File: src/rtl/branch_target_unit.sv
// Fetch-stage branch resolver: loadable target table, condition evaluation,
// return-address stack, one-cycle registered redirect and taken-branch counter.
module branch_target_unit #(
    parameter int D   = 12,
    parameter int A   = 5,
    parameter int RSD = 4
) (
    input  logic          clk,
    input  logic          reset,
    input  logic          br_valid,
    input  logic [2:0]    br_op,
    input  logic [A-1:0]  br_idx,
    input  logic          zero,
    input  logic          sign,
    input  logic [D-1:0]  prog_ctr,
    input  logic          wr_en,
    input  logic [A-1:0]  wr_idx,
    input  logic          wr_rel,
    input  logic [D-1:0]  wr_value,
    output logic          absj,
    output logic [D-1:0]  target,
    output logic          ras_err,
    output logic [15:0]   taken_count
);
    localparam int N  = 2**A;
    localparam int PW = (RSD > 1) ? $clog2(RSD) : 1;
    localparam int CW = $clog2(RSD + 1);

    typedef enum logic {IDLE, REDIRECT} state_t;

    state_t                 state;
    logic [N-1:0]           tbl_rel;
    logic [N-1:0][D-1:0]    tbl_val;
    logic [RSD-1:0][D-1:0]  ras;
    logic [PW-1:0]          sp;       // next free slot; top of stack is sp-1
    logic [CW-1:0]          ras_cnt;

    logic [PW-1:0]          sp_inc, sp_dec;
    logic [D-1:0]           tbl_tgt, nxt_tgt;
    logic                   accept, cond, is_push, is_pop, ret_empty;
    logic                   taken, push, pop, err;

    // The wrong-path slot behind a redirect is never evaluated.
    assign accept = br_valid && (state == IDLE);
    assign absj   = (state == REDIRECT);

    always_comb begin
        sp_inc    = (sp == PW'(RSD - 1)) ? '0 : sp + 1'b1;
        sp_dec    = (sp == '0) ? PW'(RSD - 1) : sp - 1'b1;
        tbl_tgt   = tbl_rel[br_idx] ? prog_ctr + tbl_val[br_idx] : tbl_val[br_idx];
        nxt_tgt   = tbl_tgt;
        cond      = 1'b0;
        is_push   = 1'b0;
        is_pop    = 1'b0;
        ret_empty = 1'b0;
        case (br_op)
            3'b000:  cond = 1'b0;
            3'b001:  cond = 1'b1;
            3'b010:  cond = !sign || zero;
            3'b011:  cond = sign || zero;
            3'b100:  cond = zero;
            3'b101:  cond = !zero;
            3'b110: begin
                cond    = 1'b1;
                is_push = 1'b1;
            end
            default: begin
                if (ras_cnt == '0) begin
                    ret_empty = 1'b1;
                end else begin
                    cond    = 1'b1;
                    is_pop  = 1'b1;
                    nxt_tgt = ras[sp_dec];
                end
            end
        endcase
        taken = accept && cond;
        push  = accept && is_push;
        pop   = accept && is_pop;
        err   = accept && ret_empty;
    end

    always_ff @(posedge clk) begin
        if (reset) begin
            state       <= IDLE;
            target      <= '0;
            ras_err     <= 1'b0;
            taken_count <= '0;
            tbl_rel     <= '0;
            tbl_val     <= '0;
            ras         <= '0;
            sp          <= '0;
            ras_cnt     <= '0;
        end else begin
            ras_err <= err;
            if (taken) begin
                state  <= REDIRECT;
                target <= nxt_tgt;
                if (taken_count != 16'hFFFF)
                    taken_count <= taken_count + 16'd1;
            end else begin
                state  <= IDLE;
                target <= '0;
            end
            // Table reads above see the pre-write entry on a same-index collision.
            if (wr_en) begin
                tbl_rel[wr_idx] <= wr_rel;
                tbl_val[wr_idx] <= wr_value;
            end
            // A push on a full stack overwrites the oldest slot; count pins at RSD.
            if (push) begin
                ras[sp] <= prog_ctr + D'(1);
                sp      <= sp_inc;
                if (ras_cnt != CW'(RSD))
                    ras_cnt <= ras_cnt + 1'b1;
            end else if (pop) begin
                sp      <= sp_dec;
                ras_cnt <= ras_cnt - 1'b1;
            end
        end
    end
endmodule

File: config.mk
export PLATFORM = sky130hd
export DESIGN_NAME = branch_target_unit
export DESIGN_NICKNAME = d
export VERILOG_FILES = /design/src/rtl/branch_target_unit.sv
export SDC_FILE = /design/constraint.sdc
export NUM_CORES = 1
export LEC_CHECK = 0
export BUFFER_PORTS_ARGS = -buffer_cell sky130_fd_sc_hd__buf_2
export CAP_MARGIN = 40
export CORE_ASPECT_RATIO = 1.1
export CORE_UTILIZATION = 30
export DETAILED_ROUTE_END_ITERATION = 10
export PLACE_DENSITY = 0.52
export SETUP_SLACK_MARGIN = 0.5
export SLEW_MARGIN = 20
export SYNTH_ARGS = -nofsm -noshare
export SYNTH_HDL_FRONTEND = slang
export SYNTH_SLANG_ARGS = --single-unit
File: constraint.sdc
create_clock -name clk -period 5.3 [get_ports clk]
set_clock_uncertainty 0.1 [all_clocks]
set_input_delay 1.06 -clock clk [delete_from_list [all_inputs] [get_ports clk]]
set_output_delay 1.06 -clock clk [all_outputs]
set_load 0.02 [all_outputs]
# After elaboration in Yosys (flattened, before gate mapping)

Cells that the tools add are included.

Register bits: 499
Bits of input ports: 44
Output and inout port bits: 30
Word-level logic and storage cells: 120

$add $sub $neg: 7
Magnitude comparators: 6
Equality and inequality tests: 10
Muxes and demuxes: 32
Bitwise gates (word level): 2
Reductions and logical operators: 20

Operator list:

| cell                  | number |
|---|---|
| $bwmux 384            | 1 |
| $mux 12               | 7 |
| $bmux 12 s5           | 1 |
| $demux 12 s5          | 1 |
| $bwmux 48             | 1 |
| $bwmux 32             | 1 |
| $bmux 12 s2           | 1 |
| $demux 12 s2          | 1 |
| $add 16x1->16 const B | 1 |
| $ne 16x16->1 const B  | 1 |
| $add 12x1->12 const B | 1 |
| $add 12x12->12        | 1 |
| $lt 5x6->1 const B    | 2 |
| $eq 3x3->1 const B    | 3 |
| $mux 3                | 3 |
| $mux 1                | 8 |
| $mux 2                | 4 |
| $logic_and 1x1->1     | 7 |
| $reduce_or 7->1       | 1 |
| $eq 3x2->1 const B    | 2 |
| $logic_not 3->1       | 2 |
| $lt 2x3->1 const B    | 2 |
| $pmux 1 s6            | 1 |
| $bmux 1 s5            | 1 |
| 18 further kinds      | 23 |

# Longest topological paths before layout

Gate-level depths: netlist of the first run.

Depth after elaboration: 6
Mapped depth: 15
Depth with buffers taken out: 12

# Least setup slack after synthesis of the first run

OpenSTA, ideal clock, no wires.

Path type: input port to flip-flop
Start: input br_idx[0]
End: register target[9]
Library setup time: 0.122 ns
Arrival: 4.073 ns
Required time: 5.078 ns
Slack: 1.006 ns
Stages: 12
Path buffers: 2
Cells stage by stage: buf_6 -> buf_2 -> mux4_2 -> mux4_2 -> mux2_2 -> ha_1 -> a21oi_1 -> a21boi_0 -> nor2_1 -> mux2_2 -> o21ai_0 -> a21oi_1

Cells in the longest elaborated chain, start to end: 6
Elaborated cells between the ends (all ways): 8
Those cells by class: add/sub (1); mux (7)

Ends and longest elaborated chain:

| item                          | RTL line | source |
|---|---|---|
| from (decl)                   | 12       | `input logic [A-1:0] br_idx,` |
| $bmux 12 s5                   | 50       | `tbl_tgt = tbl_rel[br_idx] ? prog_ctr + tbl_val[br_idx] : tbl_val[br_idx];` |
| $mux 12 (implied by the code) | 50       |  |
| $add 12x12->12                | 50       |  |
| $mux 12 *                     | 50       |  |
| $mux 12                       | 68       | `if (ras_cnt == '0) begin` |
| $mux 12 *                     | 56       | `case (br_op)` |
| to (signal assigned)          | 98       | `target <= nxt_tgt;` |
| to (decl)                     | 21       | `output logic [D-1:0] target,` |

Every way passes the cells marked *; elsewhere a longest branch is shown, timed or not. The select of a mux whose other input is x is not followed.
A chain may end at the register's enable or synchronous reset.

# Worst setup path after layout of the first run

Start: input br_idx[0]
End: register target[8]

The elaborated chain is that of the path after synthesis.

==> results of run 1 <==
==> cells by family after synthesis <==
| family | Yosys count | synth area share (%) |
|---|---|---|
| and+or+nand+nor | 1156 | 20.91 |
| AOI/OAI and AO/OA | 566 | 13.82 |
| DFF | 499 | 44.27 |
| buffers and inverters | 238 | 4.575 |
| muxes | 190 | 14.60 |
| adders and majority gates | 19 | 1.120 |
| xor gates and xnor gates | 18 | 0.6987 |
==> routing by layer <==
layer | up-vias | GRT usage [%] | share of wire, %
met5 | - | 0 | 0.061
met4 | 8 | 6.930 | 3.2
met3 | 145 | 4.169 | 7.1
met2 | 654 | 33.65 | 48
met1 | 9302 | 25.37 | 42
li1 | 9098 | - | -
==> per-stage QoR <==
| stage | setup WS, ns | hold slack (ns) | area, um^2 | power, W | instances |
|---|---|---|---|---|---|
| 2_1_floorplan | 1.006 | 0.3315 | 22560 | 0.004239 | 2686 |
| 3_3_place_gp | 0.3119 | 0.3379 | 23460 | 0.004405 | 3526 |
| 3_5_place_dp | 0.2468 | 0.3435 | 23730 | 0.004423 | 3547 |
| 4_1_cts | 0.8970 | 0.3518 | 25750 | 0.008671 | 3650 |
| 5_1_grt | 0.6428 | 0.3664 | 25840 | 0.008886 | 3657 |
| 6_report | 0.8834 | 0.3534 | 25840 | 0.008597 | 3657 |
==> critical path, stage by stage <==
cell and delay (ns):
sky130_fd_sc_hd__buf_4 0.40, sky130_fd_sc_hd__buf_4 0.31, sky130_fd_sc_hd__mux4_1 0.59, sky130_fd_sc_hd__mux4_2 0.52, sky130_fd_sc_hd__mux2_4 0.33, sky130_fd_sc_hd__ha_1 0.21
sky130_fd_sc_hd__inv_1 0.07, sky130_fd_sc_hd__fa_1 0.20, sky130_fd_sc_hd__nor2b_1 0.08, sky130_fd_sc_hd__o2111ai_1 0.29, sky130_fd_sc_hd__a31oi_1 0.15, sky130_fd_sc_hd__o311ai_0 0.37
sky130_fd_sc_hd__a31oi_1 0.14
==> cells in the final DEF (no fill, tap or decap), types with 13 or more instances in the layout <==
| master | synthesis | final |
|---|---|---|
| sky130_fd_sc_hd__mux2_2 | 18 | 18 |
| sky130_fd_sc_hd__buf_4 | 8 | 36 |
| sky130_fd_sc_hd__buf_2 | 13 | 69 |
| sky130_fd_sc_hd__mux4_1 | 13 | 13 |
| sky130_fd_sc_hd__mux4_2 | 90 | 90 |
| sky130_fd_sc_hd__mux2i_1 | 66 | 66 |
| sky130_fd_sc_hd__a22oi_1 | 20 | 20 |
| sky130_fd_sc_hd__nand2_1 | 888 | 888 |
| sky130_fd_sc_hd__dfxtp_1 | 499 | 499 |
| sky130_fd_sc_hd__o21ai_0 | 15 | 15 |
| sky130_fd_sc_hd__ha_1 | 17 | 17 |
| sky130_fd_sc_hd__nor2b_1 | 17 | 17 |
| sky130_fd_sc_hd__clkbuf_8 | 0 | 13 |
| sky130_fd_sc_hd__clkbuf_16 | 0 | 58 |
| sky130_fd_sc_hd__inv_1 | 13 | 13 |
| sky130_fd_sc_hd__nand3_1 | 32 | 32 |
| sky130_fd_sc_hd__nor2_1 | 123 | 112 |
| sky130_fd_sc_hd__a211oi_1 | 48 | 48 |
| sky130_fd_sc_hd__a21oi_1 | 444 | 444 |
==> state kept, by name (all words and copies together), names as in the netlist <==
name and cells:
target 12, tbl_val 384, taken_count 16, ras 48, ras_err 1, sp 2
ras_cnt 3, tbl_rel 32, absj 1
==> where the power goes <==
part,switching [W],internal (W)
combinational,0.000381,0.000169
sequential,0.0000195,0.00378
clock,0.00167,0.00257
total,0.00207,0.00653
==> final timing paths <==
| kind | endpoint | slack [ns] | startpoint |
|---|---|---|---|
| hold reg to reg | tbl_rel[21]$_SDFFE_PP0P_ | 0.35 | tbl_rel[21]$_SDFFE_PP0P_ |
| hold / removal | tbl_rel[21]$_SDFFE_PP0P_ | 0.35 | tbl_rel[21]$_SDFFE_PP0P_ |
| setup / recovery | target[8]$_SDFF_PP0_ | 0.88 | br_idx[0] |
| setup reg to reg | target[10]$_SDFF_PP0_ | 1.69 | tbl_val[374]$_SDFFE_PP0P_ |
==> cell type report <==
cell class / instances / area share [%]
repair buffers: 127 / 3.860
multi-input cells: 1949 / 44.77
clock inverters: 22 / 1.361
flip-flops and latches: 499 / 38.66
clock buffers: 81 / 6.455
diodes: 2 / 0.01937
well taps: 963 / 4.663
inverters: 14 / 0.2034
==> metrics, run 1 <==
Max Fclk 226.4 MHz; length in cells of the worst reg-to-reg path 10; kind of capture point of the worst setup path flip-flop; most frequent cell after synthesis sky130_fd_sc_hd__nand2_1; final weighted congestion in routability-driven placement between 0.9 and 1; arrival time worst endpoint about 4.8 ns; Seq/Total Area, Yosys around 44%; number of buffers added by the clock tree synthesis step 57; Detailed Route WL 77010 um; RSZ-0062 raised after global routing no; slew at the pin closest to its max-slew limit between 1 and 1.5 ns; count of buffers from port buffering 73; leakage power of the design 8.658 nW; total number of placement rows 105; number of nets in the layout 2711; critical path data required time roughly 5.7 ns; post-layout util 34.69%; DRC 0; vias in the first global route about 18000; count of cell types in the netlist between 60 and 70; number of post-CTS setup repair buffers 0; Most used DFF post-synth sky130_fd_sc_hd__dfxtp_1; average wire per cell in the routed design 21.06 um; largest voltage drop on the vdd net 0.2619 mV; post-cts gate resize count 0; number of warning messages in the yosys log 0; final critical-path required period 4.417 ns; clock sinks between 400 and 500; placed wire-length estimate after detailed placement a little over 50000 um; area enclosed by the die boundary between 70000 and 80000 um^2; area of all sequential standard cells ~10000 um^2; maximum buffer depth of the clock tree 3; Vias/cell 5.252; headroom to the max-slew limit around a quarter; antenna violations before repair 6; max cap viols 0; final number of setup-violating endpoints 0; initial core utilization roughly 30%; outcome complete, no violations; Critical Path Fanout Max 21; biggest area consumer among synthesized cells sky130_fd_sc_hd__dfxtp_1; Core Area between 70000 and 80000 um^2; die width between 200 and 300 um; hold crit path type reg2reg; count of flip-flops with a built-in enable after synthesis 0; Filler Cell Count around 7500; critical path class in2reg; Synth Register Bits approximately 500; setup total negative slack 0 ns; post-synthesis instance area 22560 um^2; footprint of the multi-input gates roughly 12000 um^2; Hold Buf Count CTS 0; Fin. Hold Viols 0; share of flip-flops with an asynchronous set or reset 0%; Synth top area share between 40% and 50%; total number of H-tree levels 2; vias post-DR ~19000; pin count of the biggest net entering global routing just over 200; cell count after synthesis between 2000 and 3000; clk root buf sky130_fd_sc_hd__clkbuf_16; max-slew violation count 0; power density over cell area around 330 nW/um^2; first-pass GRT wire length roughly 120000 um; worst hold stages 2; DR pass1 iterations 8; remaining global-route overflow 0; Avg Inst Size Synth 8.400 um^2; CTS tree done; Mapped Nets approximately 2700; crit path launch type input port; global routing usage summed across all routing layers between 10% and 20%; clock transition at the registers of the reported paths 0.06 ns; Chip Height 289.6 um; largest cells by area after synthesis sky130_fd_sc_hd__dfxtp_1, sky130_fd_sc_hd__nand2_1, sky130_fd_sc_hd__a21oi_1; source-to-sink clock delay at the later pin of the worst-skew pair between 0.6 and 0.7 ns; post-route antenna net violation count 0; commonest cells in the synthesized netlist sky130_fd_sc_hd__nand2_1, sky130_fd_sc_hd__dfxtp_1, sky130_fd_sc_hd__a21oi_1; signed area change from the synthesized netlist to the final layout 14.51%; fraction of final layout cells with drive strength greater than 1 around an eighth; I/O pin cnt between 70 and 80; First DRT Iteration DRCs roughly 1900; share of the clock period used by the worst path after layout between 80% and 90%
(Power assumes the default switching activity.)
==> run 2: changes to the inputs <==
--- a/config.mk
+++ b/config.mk
@@ -5,6 +5,7 @@
 export SDC_FILE = /design/constraint.sdc
 export NUM_CORES = 1
 export LEC_CHECK = 0
+export ABC_AREA = 1
 export BUFFER_PORTS_ARGS = -buffer_cell sky130_fd_sc_hd__buf_2
 export CAP_MARGIN = 40
 export CORE_ASPECT_RATIO = 1.1
==> constraint.sdc (replaced) <==
create_clock -name clk -period 4.5 [get_ports clk]
set_clock_uncertainty 0.1 [all_clocks]
set_input_delay 0.9 -clock clk [delete_from_list [all_inputs] [get_ports clk]]
set_output_delay 0.9 -clock clk [all_outputs]
set_load 0.02 [all_outputs]
==> metrics, run 2 <==
final instance area 26580 um^2 (+2.9%); crit path launch type input port; antenna violations before repair 4 (-2); share of the clock period used by the worst path after layout 78.39%; First DRT Iteration DRCs 1969 (+4.4%); clock transition at the registers of the reported paths 0.06 ns (about the same); biggest area consumer among synthesized cells sky130_fd_sc_hd__dfxtp_1; Hold Buf Count CTS 0 (unchanged); count of buffers from port buffering 73 (unchanged); Mapped Nets 3505 (+28%); number of warning messages in the yosys log 0 (unchanged); slack of the critical path 0.9725 ns (+0.08909 ns); commonest non-fill, non-tap cell in the layout sky130_fd_sc_hd__nor2_1; outcome complete, no violations; critical path class in2reg; post-synthesis instance area 23170 um^2 (+2.7%); source-to-sink clock delay at the later pin of the worst-skew pair 0.66 ns (+0.02 ns); count of cell types in the netlist 41 (-33%); RSZ-0062 raised after global routing no; maximum buffer depth of the clock tree 3 (unchanged); Seq/Total Area, Yosys 43.11% (-1.2 points); number of nets in the layout 3471 (+28%); hold crit path type reg2reg; Vias/cell 4.990 (-5.0%); number of post-CTS setup repair buffers 0 (unchanged); DRC 0 (unchanged); number of buffers added by the clock tree synthesis step 57 (unchanged); vias in the first global route 20850 (+13%); Most used DFF post-synth sky130_fd_sc_hd__dfxtp_1; total number of placement rows 106 (+0.95%); Avg Inst Size Synth 6.731 um^2 (-20%); Filler Cell Count 8234 (+9.1%); global routing usage summed across all routing layers 20.51% (+0.53 points); fraction of final layout cells with drive strength greater than 1 7.621% (-5.5 points); Core Area 76260 um^2 (+2.4%); length in cells of the worst reg-to-reg path 19 (+9); final critical-path required period around 3.5 ns; final number of setup-violating endpoints 0 (unchanged); slew at the pin closest to its max-slew limit 0.8353 ns (-0.2718 ns); signed area change from the synthesized netlist to the final layout 14.72%; power density over cell area 382.5 nW/um^2 (+15%); most frequent cell after synthesis sky130_fd_sc_hd__nor2_1; first-pass GRT wire length 126400 um (+8.5%); kind of capture point of the worst setup path flip-flop; commonest cells in the synthesized netlist sky130_fd_sc_hd__nor2_1, sky130_fd_sc_hd__o21ai_0, sky130_fd_sc_hd__dfxtp_1; post-cts gate resize count 0 (unchanged); Max Fclk roughly 280 MHz; largest cells by area after synthesis sky130_fd_sc_hd__dfxtp_1, sky130_fd_sc_hd__nor2_1, sky130_fd_sc_hd__o21ai_0; largest voltage drop on the vdd net 0.3043 mV (+16%); cell count after synthesis 3442 (+28%); post-route antenna net violation count 0 (unchanged); area after detailed placement 24700 um^2 (+4.1%); area enclosed by the die boundary 78350 um^2 (+2.7%); headroom to the max-slew limit 44.31% (+18 points); average wire per cell in the routed design 18.18 um (-14%); Synth Register Bits 499 (unchanged); DR pass1 iterations 6 (-2); vias post-DR 22350 (+16%); pre-CTS setup slack 0.3570 ns (+0.1102 ns); leading cell types in the layout, fill and taps excluded sky130_fd_sc_hd__nor2_1, sky130_fd_sc_hd__o21ai_0, sky130_fd_sc_hd__dfxtp_1; CTS tree done; remaining global-route overflow 0 (unchanged); Chip Height 293.5 um (+1.3%); I/O pin cnt 74 (unchanged); die width 267.0 um (+1.3%); placed wire-length estimate after detailed placement 52570 um (+1.3%); Fin. Hold Viols 0 (unchanged); critical path data required time 4.90 ns (-0.75 ns); number of flip-flops in the largest register 384 (unchanged); clock sinks 499 (unchanged); top flop regs tbl_val: 384 flops, ras: 48 flops, tbl_rel: 32 flops; register with the highest flop count tbl_val; share of flip-flops with an asynchronous set or reset 0% (unchanged); arrival time worst endpoint 3.93 ns (-0.84 ns); Critical Path Fanout Max 29 (+38%); Synth top area share 43.11% (-1.2 points); max cap viols 0 (unchanged); setup total negative slack 0 ns (unchanged); max-slew violation count 0 (unchanged); total number of H-tree levels 2 (unchanged); worst hold stages 2 (unchanged); initial core utilization 30.38% (+0.093 points); Detailed Route WL 81420 um (+5.7%); count of flip-flops with a built-in enable after synthesis 0 (unchanged); final weighted congestion in routability-driven placement 0.8398 (-8.6%); pin count of the biggest net entering global routing 190 (-7.3%); leakage power of the design 11.32 nW (+31%); clk root buf sky130_fd_sc_hd__clkbuf_16
==> run 2: worst max-delay path, cell delays in order <==
cell	delay, ns
sky130_fd_sc_hd__buf_2	0.16
sky130_fd_sc_hd__clkinv_1	0.40
sky130_fd_sc_hd__buf_12	0.34
sky130_fd_sc_hd__a21oi_1	0.13
sky130_fd_sc_hd__nor2_1	0.05
sky130_fd_sc_hd__o31ai_1	0.11
sky130_fd_sc_hd__nand3_1	0.17
sky130_fd_sc_hd__nand2_1	0.16
sky130_fd_sc_hd__inv_1	0.06
sky130_fd_sc_hd__ha_1	0.34
sky130_fd_sc_hd__a21oi_1	0.23
sky130_fd_sc_hd__o21ai_0	0.15
sky130_fd_sc_hd__a21oi_1	0.18
sky130_fd_sc_hd__xor2_1	0.20
sky130_fd_sc_hd__o21ai_0	0.11
sky130_fd_sc_hd__nor2_1	0.17
sky130_fd_sc_hd__nor2_1	0.05
==> run 2: cell type report <==
cell class,instances,area [um^2],area share (%)
multi-input combinational,2503,11270,42.39
sequential,499,9990,37.58
clock buffer,91,1664,6.261
timing repair buffer,167,1519,5.715
tap,1026,1284,4.830
inverter,180,689.4,2.594
clock inverter,11,161.4,0.6072
antenna,2,5.005,0.01883
==> run 2: routing by layer <==
layer / track usage [%] / up-vias / part of all wire [%]
li1: - / 11100 / -
met1: 28.71 / 10420 / 46
met2: 33.10 / 710 / 45
met3: 2.590 / 113 / 6.1
met4: 5.186 / 4 / 2.1
met5: 0 / - / 0.028
==> run 2: power by group <==
| part | switching (W) | total (W) | internal (W) |
|---|---|---|---|
| Sequential | 0.0000346 | 0.00452 | 0.00448 |
| Combinational | 0.000722 | 0.00102 | 0.000296 |
| Clock | 0.00199 | 0.00463 | 0.00264 |
==> run 2: per-stage QoR <==
step	std cells	total power [W]	hold WS, ns	util, %
2_1_floorplan	3442	0.005233	0.3224	-
3_3_place_gp	4357	0.005592	0.3378	31.95
3_5_place_dp	4372	0.005619	0.3416	32.39
4_1_cts	4474	0.01024	0.3509	34.79
5_1_grt	4478	0.01053	0.3684	34.85
6_report	4479	0.01017	0.3483	34.85
==> run 2: path summary, 6_finish.rpt <==
path / from / to / slack, ns
max reg2reg: tbl_val[180]$_SDFFE_PP0P_ / target[8]$_SDFF_PP0_ / 1.45
min: tbl_val[215]$_SDFFE_PP0P_ / tbl_val[215]$_SDFFE_PP0P_ / 0.35
min reg2reg: tbl_val[215]$_SDFFE_PP0P_ / tbl_val[215]$_SDFFE_PP0P_ / 0.35
max: br_idx[2] / target[6]$_SDFF_PP0_ / 0.97
==> run 2: logic make-up after synthesis <==
group | share of synthesized area, %
simple gates | 28.87
compound gates | 17.80
flops | 43.11
buf+inv | 8.251
xor+xnor | 0.8695
fa+ha+maj | 1.091
